<file path="src/rtl/bsg_clk_gen_tag_sequencer.sv">
// bsg_clk_gen_tag_sequencer
// Programs a bank of bsg clock generators over the bsg_tag serial chain:
// pulses the generators' async reset, streams five tag packets per channel
// MSB first with idle gaps, then drives the clock-mux selects and raises done.
// Optional build macro BSG_CLK_GEN_SEQ_SKIP_EN adds channel_mask_i so that
// masked-off channels are neither programmed nor selected.
module bsg_clk_gen_tag_sequencer #(
  parameter int num_clk_gens_p  = 2,
  parameter int osc_width_p     = 5,
  parameter int ds_width_p      = 8,
  parameter int tag_els_p       = 4,
  parameter int tag_node_base_p = 0,
  parameter int max_payload_p   = 16,
  parameter int reset_cycles_p  = 8,
  parameter int gap_cycles_p    = 4
) (
  input  logic                                  clk_i,
  input  logic                                  reset_n_i,
  input  logic                                  start_i,
`ifdef BSG_CLK_GEN_SEQ_SKIP_EN
  input  logic [num_clk_gens_p-1:0]             channel_mask_i,
`endif
  input  logic [num_clk_gens_p*osc_width_p-1:0] osc_vals_i,
  input  logic [num_clk_gens_p*ds_width_p-1:0]  ds_vals_i,
  input  logic [num_clk_gens_p*2-1:0]           mux_vals_i,
  output logic                                  tag_en_o,
  output logic                                  tag_data_o,
  output logic                                  clk_gen_async_reset_o,
  output logic [num_clk_gens_p*2-1:0]           clk_gen_sel_o,
  output logic                                  busy_o,
  output logic                                  done_o
);

  localparam int ID_W      = $clog2(tag_els_p);
  localparam int LEN_W     = $clog2(max_payload_p + 1);
  localparam int PR        = 2 + ID_W + LEN_W;
  localparam int SH_W      = PR + max_payload_p;
  localparam int OSC_LEN   = PR + osc_width_p;
  localparam int DS_LEN    = PR + ds_width_p + 1;
  localparam int CNT_MAX_A = (SH_W > reset_cycles_p) ? SH_W : reset_cycles_p;
  localparam int CNT_MAX   = (CNT_MAX_A > gap_cycles_p) ? CNT_MAX_A : gap_cycles_p;
  localparam int CNT_W     = $clog2(CNT_MAX + 1);
  localparam int CH_W      = (num_clk_gens_p > 1) ? $clog2(num_clk_gens_p) : 1;
  localparam int SEL_W     = num_clk_gens_p * 2;

  // A payload wider than the tag length field can describe is unusable.
  if (osc_width_p > max_payload_p || ds_width_p + 1 > max_payload_p) begin : g_payload_too_wide
    $error("bsg_clk_gen_tag_sequencer: payload width exceeds max_payload_p");
  end

  typedef enum logic [2:0] {
    S_IDLE, S_RESET, S_PKT, S_GAP, S_SEL, S_DONE
  } state_e;

  state_e                            state_q, state_d;
  logic [CNT_W-1:0]                  cnt_q, cnt_d;
  logic [CH_W-1:0]                   ch_q, ch_d;
  logic [2:0]                        pkt_q, pkt_d;
  logic [SH_W-1:0]                   shift_q, shift_d;
  logic [num_clk_gens_p*osc_width_p-1:0] osc_q, osc_d;
  logic [num_clk_gens_p*ds_width_p-1:0]  ds_q, ds_d;
  logic [SEL_W-1:0]                  mux_q, mux_d;
  logic                              tag_en_q, tag_en_d;
  logic                              tag_data_q, tag_data_d;
  logic                              async_reset_q, async_reset_d;
  logic [SEL_W-1:0]                  sel_q, sel_d;
  logic                              busy_q, busy_d;
  logic                              done_q, done_d;
  logic [num_clk_gens_p-1:0]         chan_en;
  logic [SEL_W-1:0]                  sel_masked;
  logic                              nxt_found;
  logic [CH_W-1:0]                   nxt_ch;
  logic                              load_pkt;
  int                                search_from;

`ifdef BSG_CLK_GEN_SEQ_SKIP_EN
  logic [num_clk_gens_p-1:0]         mask_q, mask_d;
  assign chan_en = mask_q;
`else
  assign chan_en = '1;
`endif

  // Builds a left-justified packet: start bit, node id, data_not_reset, len, payload.
  function automatic logic [SH_W-1:0] build_pkt(input logic [CH_W-1:0] ch,
                                                input logic [2:0] pkt,
                                                input logic [osc_width_p-1:0] osc,
                                                input logic [ds_width_p-1:0] ds);
    int                       node;
    logic                     dnr;
    logic [LEN_W-1:0]         len;
    logic [max_payload_p-1:0] pay;
    node = tag_node_base_p + 2 * int'(ch) + ((pkt == 3'd0 || pkt == 3'd2) ? 0 : 1);
    case (pkt)
      3'd2: begin
        dnr = 1'b1;
        len = LEN_W'(osc_width_p);
        pay = max_payload_p'(osc) << (max_payload_p - osc_width_p);
      end
      3'd3: begin
        dnr = 1'b1;
        len = LEN_W'(ds_width_p + 1);
        pay = max_payload_p'({ds, 1'b1}) << (max_payload_p - ds_width_p - 1);
      end
      3'd4: begin
        dnr = 1'b1;
        len = LEN_W'(ds_width_p + 1);
        pay = max_payload_p'({ds, 1'b0}) << (max_payload_p - ds_width_p - 1);
      end
      default: begin
        dnr = 1'b0;
        len = '0;
        pay = '0;
      end
    endcase
    return {1'b1, ID_W'(node), dnr, len, pay};
  endfunction

  // Total serial bits of a given packet slot.
  function automatic logic [CNT_W-1:0] pkt_len(input logic [2:0] pkt);
    case (pkt)
      3'd0, 3'd1: return CNT_W'(PR);
      3'd2:       return CNT_W'(OSC_LEN);
      default:    return CNT_W'(DS_LEN);
    endcase
  endfunction

  // Finds the next enabled channel: from 0 when leaving reset, else after the current one.
  always_comb begin
    search_from = (state_q == S_RESET) ? 0 : int'(ch_q) + 1;
    nxt_found   = 1'b0;
    nxt_ch      = '0;
    for (int i = num_clk_gens_p - 1; i >= 0; i--) begin
      if (i >= search_from && chan_en[i]) begin
        nxt_found = 1'b1;
        nxt_ch    = CH_W'(i);
      end
    end
  end

  // Final mux selects, with disabled channels forced to zero.
  always_comb begin
    sel_masked = '0;
    for (int c = 0; c < num_clk_gens_p; c++) begin
      sel_masked[2*c +: 2] = chan_en[c] ? mux_q[2*c +: 2] : 2'b00;
    end
  end

  // Sequencer next state, packet loading, and next values of the registered outputs.
  always_comb begin
    state_d  = state_q;
    cnt_d    = cnt_q;
    ch_d     = ch_q;
    pkt_d    = pkt_q;
    shift_d  = shift_q;
    osc_d    = osc_q;
    ds_d     = ds_q;
    mux_d    = mux_q;
`ifdef BSG_CLK_GEN_SEQ_SKIP_EN
    mask_d   = mask_q;
`endif
    load_pkt = 1'b0;
    case (state_q)
      S_IDLE, S_DONE: begin
        if (start_i) begin
          state_d = S_RESET;
          cnt_d   = '0;
          osc_d   = osc_vals_i;
          ds_d    = ds_vals_i;
          mux_d   = mux_vals_i;
`ifdef BSG_CLK_GEN_SEQ_SKIP_EN
          mask_d  = channel_mask_i;
`endif
        end
      end
      S_RESET: begin
        cnt_d = cnt_q + 1'b1;
        if (cnt_q == CNT_W'(reset_cycles_p - 1)) begin
          cnt_d = '0;
          if (nxt_found) begin
            state_d  = S_PKT;
            ch_d     = nxt_ch;
            pkt_d    = '0;
            load_pkt = 1'b1;
          end else begin
            state_d = S_SEL;
          end
        end
      end
      S_PKT: begin
        cnt_d   = cnt_q + 1'b1;
        shift_d = shift_q << 1;
        if (cnt_q == pkt_len(pkt_q) - 1'b1) begin
          state_d = S_GAP;
          cnt_d   = '0;
        end
      end
      S_GAP: begin
        cnt_d = cnt_q + 1'b1;
        if (cnt_q == CNT_W'(gap_cycles_p - 1)) begin
          cnt_d = '0;
          if (pkt_q != 3'd4) begin
            state_d  = S_PKT;
            pkt_d    = pkt_q + 1'b1;
            load_pkt = 1'b1;
          end else if (nxt_found) begin
            state_d  = S_PKT;
            ch_d     = nxt_ch;
            pkt_d    = '0;
            load_pkt = 1'b1;
          end else begin
            state_d = S_SEL;
          end
        end
      end
      S_SEL:   state_d = S_DONE;
      default: state_d = S_IDLE;
    endcase

    if (load_pkt) begin
      shift_d = build_pkt(ch_d, pkt_d, osc_q[ch_d*osc_width_p +: osc_width_p],
                          ds_q[ch_d*ds_width_p +: ds_width_p]);
    end

    tag_en_d      = (state_d == S_PKT) || (state_d == S_GAP);
    tag_data_d    = (state_d == S_PKT) && shift_d[SH_W-1];
    async_reset_d = (state_d == S_RESET);
    busy_d        = (state_d == S_RESET) || (state_d == S_PKT) ||
                    (state_d == S_GAP)   || (state_d == S_SEL);
    done_d        = (state_d == S_DONE);
    sel_d         = ((state_d == S_SEL) || (state_d == S_DONE)) ? sel_masked : '0;
  end

  // State, latched settings and registered outputs; reset clears everything.
  always_ff @(posedge clk_i) begin
    if (!reset_n_i) begin
      state_q       <= S_IDLE;
      cnt_q         <= '0;
      ch_q          <= '0;
      pkt_q         <= '0;
      shift_q       <= '0;
      osc_q         <= '0;
      ds_q          <= '0;
      mux_q         <= '0;
`ifdef BSG_CLK_GEN_SEQ_SKIP_EN
      mask_q        <= '0;
`endif
      tag_en_q      <= 1'b0;
      tag_data_q    <= 1'b0;
      async_reset_q <= 1'b0;
      sel_q         <= '0;
      busy_q        <= 1'b0;
      done_q        <= 1'b0;
    end else begin
      state_q       <= state_d;
      cnt_q         <= cnt_d;
      ch_q          <= ch_d;
      pkt_q         <= pkt_d;
      shift_q       <= shift_d;
      osc_q         <= osc_d;
      ds_q          <= ds_d;
      mux_q         <= mux_d;
`ifdef BSG_CLK_GEN_SEQ_SKIP_EN
      mask_q        <= mask_d;
`endif
      tag_en_q      <= tag_en_d;
      tag_data_q    <= tag_data_d;
      async_reset_q <= async_reset_d;
      sel_q         <= sel_d;
      busy_q        <= busy_d;
      done_q        <= done_d;
    end
  end

  assign tag_en_o              = tag_en_q;
  assign tag_data_o            = tag_data_q;
  assign clk_gen_async_reset_o = async_reset_q;
  assign clk_gen_sel_o         = sel_q;
  assign busy_o                = busy_q;
  assign done_o                = done_q;

endmodule
</file>
<file path="config.mk">
export PLATFORM = sky130hd
export DESIGN_NAME = bsg_clk_gen_tag_sequencer
export DESIGN_NICKNAME = d
export VERILOG_FILES = /design/src/rtl/bsg_clk_gen_tag_sequencer.sv
export SDC_FILE = /design/constraint.sdc
export NUM_CORES = 1
export LEC_CHECK = 0
export CAP_MARGIN = 20
export CORE_MARGIN = 1
export CORE_UTILIZATION = 32
export CTS_CLUSTER_DIAMETER = 50
export DETAILED_ROUTE_END_ITERATION = 10
export SLEW_MARGIN = 20
export SYNTH_ARGS = -nofsm -noshare
export SYNTH_HDL_FRONTEND = slang
export SYNTH_SLANG_ARGS = --single-unit
</file>
<file path="constraint.sdc">
create_clock -name clk_i -period 5.6 [get_ports clk_i]
set_input_delay 1.12 -clock clk_i [delete_from_list [all_inputs] [get_ports clk_i]]
set_output_delay 1.12 -clock clk_i [all_outputs]
set_load 0.01 [all_outputs]
</file>
# Word-level counts from Yosys, hierarchy flattened
# Index checks and enable logic that the tools add are counted.
dict set report totals {
  register_bits 76
  input_bits 33
}
dict set report op_classes {
  add_sub_neg 5
  n_mul 1
  order_cmp 2
  eq_ne 20
  shifts 2
  n_mux 39
  reduce_logical 19
}
# cell n
set op_table {}
lappend op_table {{25-bit 2-to-1 mux} 2}
lappend op_table {{16-bit case mux with 3 select lines} 1}
lappend op_table {{3-bit 2-to-1 mux} 10}
lappend op_table {{5-bit 2-to-1 mux} 5}
lappend op_table {{3-bit by 2-bit equality test with 1-bit output, second input constant} 7}
lappend op_table {{5-bit case mux with 4 select lines} 1}
lappend op_table {{16-bit by 5-bit variable part select with 8-bit output} 1}
lappend op_table {{3-bit equality test, second input constant} 5}
lappend op_table {{3-bit case mux with 5 select lines} 1}
lappend op_table {{1-bit 2-to-1 mux} 13}
lappend op_table {{5-bit case mux with 2 select lines} 1}
lappend op_table {{10-bit by 5-bit variable part select with 5-bit output} 1}
lappend op_table {{3-bit by 1-bit equality test with 1-bit output, second input constant} 3}
lappend op_table {{3-bit logical NOT} 3}
lappend op_table {{4-bit case mux with 2 select lines} 1}
lappend op_table {{1-bit logical OR} 6}
lappend op_table {{3-bit case mux with 2 select lines} 1}
lappend op_table {{2-bit AND reduction} 3}
lappend op_table {{2-bit OR reduction} 3}
lappend op_table {{5-bit by 1-bit adder with 5-bit output, second input constant} 1}
lappend op_table {{5-bit by 2-bit equality test with 1-bit output, second input constant} 1}
lappend op_table {{5-bit by 3-bit equality test with 1-bit output, second input constant} 1}
lappend op_table {{5-bit equality test} 1}
lappend op_table {{5-bit by 1-bit subtractor with 5-bit output, second input constant} 1}
lappend op_table {{13 further kinds} 15}

# Longest topological paths before layout
dict set report logic_depth {
  ltp_word 15
  depth_mapped 11
  ltp_nobuf 8
}

# Least setup slack after synthesis
# Ideal clock, no wire load.
dict set report synth_path {
  path_kind {register to register}
  start {register pkt_q[0]}
  end {register shift_q[10]}
  setup_time_ns 0.092
  arrival_ns 2.342
  required_time_ns 5.508
  path_slack_ns 3.166
  stages_incl_launch_ff 11
  n_path_buf 2
  synth_period_minus_slack_ns 2.434
  path_cell_list {dfxtp_1 -> clkbuf_1 -> inv_1 -> ha_1 -> clkbuf_1 -> nand3_1 -> nand2_1 -> a21oi_4 -> nand2_1 -> mux4_2 -> o32ai_1}
}
dict set report synth_between {
  elab_chain_cells 7
  elab_cells_between_ends 20
}
# element line_no
set synth_lines {}
lappend synth_lines {{start, declared} 58} ;# logic [2:0] pkt_q, pkt_d;
lappend synth_lines {{start signal, assigned} 257} ;# pkt_q <= pkt_d;
lappend synth_lines {{3-bit != test, or another cell as far along} 201} ;# if (pkt_q != 3'd4) begin
lappend synth_lines {{1-bit 2-to-1 mux / 3-bit 2-to-1 mux (equally long branches)} 201}
lappend synth_lines {{1-bit 2-to-1 mux / 3-bit 2-to-1 mux (equally long branches)} 199} ;# if (cnt_q == CNT_W'(gap_cycles_p - 1)) begin
lappend synth_lines {{1-bit case mux with 2 select lines / 3-bit case mux with 2 select lines (equally long branches)} 162} ;# case (state_q)
lappend synth_lines {{16-bit by 5-bit variable part select with 8-bit output, or another cell as far along} 221} ;# ds_q[ch_d*ds_width_p +: ds_width_p]);
lappend synth_lines {{16-bit case mux with 3 select lines} 93} ;# case (pkt)
lappend synth_lines {{25-bit 2-to-1 mux} 219} ;# if (load_pkt) begin
lappend synth_lines {{end signal, assigned} 258} ;# shift_q <= shift_d;
lappend synth_lines {{end, declared} 59} ;# logic [SH_W-1:0] shift_q, shift_d;
# Parallel ways exist; a longest one is shown, timed or not.
# A chain may end at the register's enable or synchronous reset.

# Final worst setup path
dict set report layout_path {
  start {register pkt_q[0]}
  end {register shift_q[12]}
}
dict set report layout_between {
  elab_chain_cells 8
  elab_cells_between_ends 22
}
# element line_no
set layout_lines {}
lappend layout_lines {{3-bit != test} 201}
lappend layout_lines {{1-bit 2-to-1 mux} 201}
lappend layout_lines {{1-bit 2-to-1 mux} 199}
lappend layout_lines {{1-bit case mux with 2 select lines} 162}
lappend layout_lines {{1-bit by 3-bit multiplier with 4-bit output} 220} ;# shift_d = build_pkt(ch_d, pkt_d, osc_q[ch_d*osc_width_p +: osc_width_p],
lappend layout_lines {{10-bit by 5-bit variable part select with 5-bit output} 220}
lappend layout_lines {{16-bit case mux with 3 select lines} 93}
lappend layout_lines {{25-bit 2-to-1 mux} 219}
# Parallel ways exist; a longest one is shown, timed or not.

==> reports/metrics.cfg <==
[status]
status=completed

[critical_path]
worstSetupEndpointType=flip-flop
required_ns=5.85
critPathSlowestCell=a211oi_1
start_kind=flip-flop
cp.arrival_ns=3.27
critPathMaxFanout=20
cpLargestDelayFamily=compound AO/OA/AOI/OAI gates
worstPathCellList=inv_1 -> ha_1 -> nand4b_1 -> nand4_1 -> a211oi_1 -> o311ai_0 -> a211oi_1
path_buf_inv=1
path_common_cell=a211oi_1
criticalPathCategory=reg -> reg
r2r_slack_ns=2.57
max_stage_delay_ns=0.73

[synth]
syn_inst=450
synth-seq-cells=75
synth.cell_area_um2=3610
synthTopCellsByArea=dfxtp_1, nand2_1, a21oi_1, mux2i_1, clkbuf_1
netlist-cell-type-count=54
synthSimpleGateAreaFrac_pct=24.4
synth_top_family_by_area=simple AND/OR/NAND/NOR gates
synth_compound_area_share_pct=20.9
post-synth-top-area-cell=dfxtp_1
postSynth.asyncResetShare_pct=0
synthAdderAreaFrac_pct=1.73
synthFlopType=dfxtp_1
yosysSeqAreaShare_pct=41.6
synthMuxAreaShare_pct=5.33
synth.top_cell.area_share_pct=41.6
syn_nets=488
synth_edf_count=0
synth.most_common_cell=nand2_1
netlist_top_cells_count=nand2_1, dfxtp_1, a21oi_1
synthXorXnorAreaFrac_pct=0.970
avgSynthCellArea_um2=8.03
yosysWarnings=0

[clock_tree]
insertion_delay_ns=0.34
clkSinkCount=75
ctsHoldBuffers=0
cts_inserted_buffers=9
cts_setup_buffers=0
cts_tree=built
cts_resized=0
cts_max_level=3
path_clk_slew_ns=0.06
root_buffer=clkbuf_16
clockBufferDepth=2

[sta]
setup_violations=0
tns_ns=0
fmax_mhz=330
rsz0062_at_grt=no
post-route-period-util_pct=54.1
tightest_slew_ns=1.01
slew_viol_final=0
finalCriticalPeriod_ns=3.03
slew_headroom_pct=32.9
final_hold_viol_count=0
skew_ns=0.00604

[hold_path]
hold_path.class=reg -> reg

[final_layout]
antenna_cells=0
area_growth_syn_to_layout_pct=22.0
layout-drive-gt1-share_pct=6.46
multiInputGateArea_um2=1930
final_nets=513
fillerInstances=1116
regArea_um2=1500

[detailed_routing]
drtIter0Drc=159
viasPerCell=5.06
ant_nets=0
drt_pass1_iterations=4
drc=0
vias=3140
wire_per_inst_um=12.9
route.final.wire_length_um=8030

[power_and_ir_drop]
report.power.total_mw=1.28
power_frac_comb_pct=7.4
ir_worst_vdd_uv=129
power.leakage_nw=1.59
clkPwrFrac_pct=48.7
power_frac_seq_pct=43.9
switching_share_pct=23.0
p_switching_mw=0.294
p_per_area_nw_per_um2=290
internal-power_mw=0.984

[floorplanning]
die_w_um=108
io_pins=42
design.die.area_um2=11700
rows=38
die-height_um=108
core_um2=10900
start_util_pct=33.0

[grt]
grt_pass1_vias=2914
grtUsageTotal_pct=15.0
grt_overflow=0
grt_pass1_wl_um=13900
grt_max_degree=41
antenna_found_initial=0

[placed_design]
place_congestion=0.815
portBuffers=41
hpwl_um=5380

[flow_run]
max_cap_viol_count=0

[placed cells by master, fill, tap and decap left out, types with 3 or more instances in the layout]
cell	netlist	final
nand2_1	108	108
dfxtp_1	75	75
a21oi_1	53	53
clkdlybuf4s50_1	0	41
nor2_1	23	23
mux2i_1	17	17
inv_1	12	12
o21ai_0	12	12
nand3_1	11	11
and2_1	9	9
clkbuf_16	0	9
o21a_1	7	7
nand2b_1	6	6
a31oi_1	6	6
or3_1	6	6
a211oi_1	6	6
o211a_1	5	5
o311ai_0	5	5
ha_1	5	5
nor2b_1	4	4
nand4_1	4	4
o31ai_1	4	4
nor3_1	5	4
xor2_1	3	3
o2111ai_1	3	3
o32ai_1	3	3
buf_4	1	3
[layout make-up]
cell class / count / area share, %
multi-input combinational: 332 / 43.8
sequential: 75 / 34.1
timing repair buffer: 44 / 9.82
clock buffer: 10 / 5.19
tap: 140 / 3.97
clock inverter: 6 / 2.02
inverter: 13 / 1.11
[flip-flops by register name, summed over array words and instances, names as in the netlist, 3 cells and up]
| name | count |
|---|---|
| shift_q | 24 |
| osc_q | 10 |
| pkt_q | 3 |
| state_q | 3 |
| mux_q | 4 |
| ds_q | 16 |
| cnt_q | 5 |
| clk_gen_sel_o | 4 |
[tightest hold or removal path, delay by kind of cell, from the launching register on]
family	cells	cell delay, ns
and+or+nand+nor	2	0.08
DFF	1	0.31
[through the flow]
| stage | cell area [µm²] | setup WS (ns) | util [%] | instances | hold WS (ns) |
|---|---|---|---|---|---|
| 2_1_floorplan | 3610 | 3.17 | - | 450 | 0.410 |
| 3_3_place_gp | 4090 | 2.61 | 37.4 | 604 | 0.418 |
| 3_5_place_dp | 4090 | 2.58 | 37.4 | 604 | 0.427 |
| 4_1_cts | 4410 | 2.59 | 40.3 | 620 | 0.435 |
| 5_1_grt | 4410 | 2.14 | 40.3 | 620 | 0.460 |
| 6_report | 4410 | 2.57 | 40.3 | 620 | 0.432 |
[power groups by stage]
stage / logic (mW) / registers [mW] / clock network [mW]
3_5_place_dp: 0.0953 / 0.572 / 0
4_1_cts: 0.0955 / 0.560 / 0.638
6_report: 0.0942 / 0.561 / 0.623
3_3_place_gp: 0.0942 / 0.572 / 0
5_1_grt: 0.107 / 0.563 / 0.658
2_1_floorplan: 0.0584 / 0.569 / 0
[metal layers]
metal / track usage, % / vias up / part of all wire [%]
met5: 0 / - / 0
met4: 7.53 / 0 / 2.3
met3: 3.32 / 17 / 3.5
met2: 23.0 / 66 / 45
met1: 19.8 / 1442 / 49
li1: - / 1615 / -
[kinds of logic (layout without fill, tap and decap cells)]
family,Yosys count,after routing
AO/OA/AOI/OAI,115,115
XOR/XNOR,4,4
adder cells (fa/ha/maj),5,5
buffers and inverters,43,73
flip-flops,75,75
multiplexers,18,18
AND/OR/NAND/NOR,190,190
[path summary, 6_finish.rpt]
| path | start | cells after the start | end |
|---|---|---|---|
| worst max-delay path | pkt_q[0]$_SDFF_PN0_ | 7 | shift_q[12]$_SDFFE_PN0P_ |
| worst min-delay path | shift_q[1]$_SDFFE_PN0P_ | 2 | shift_q[1]$_SDFFE_PN0P_ |
| worst max register to register | pkt_q[0]$_SDFF_PN0_ | 7 | shift_q[12]$_SDFFE_PN0P_ |
| worst min register to register | shift_q[1]$_SDFFE_PN0P_ | 2 | shift_q[1]$_SDFFE_PN0P_ |
Note: power is estimated with default switching activity, not from simulation.
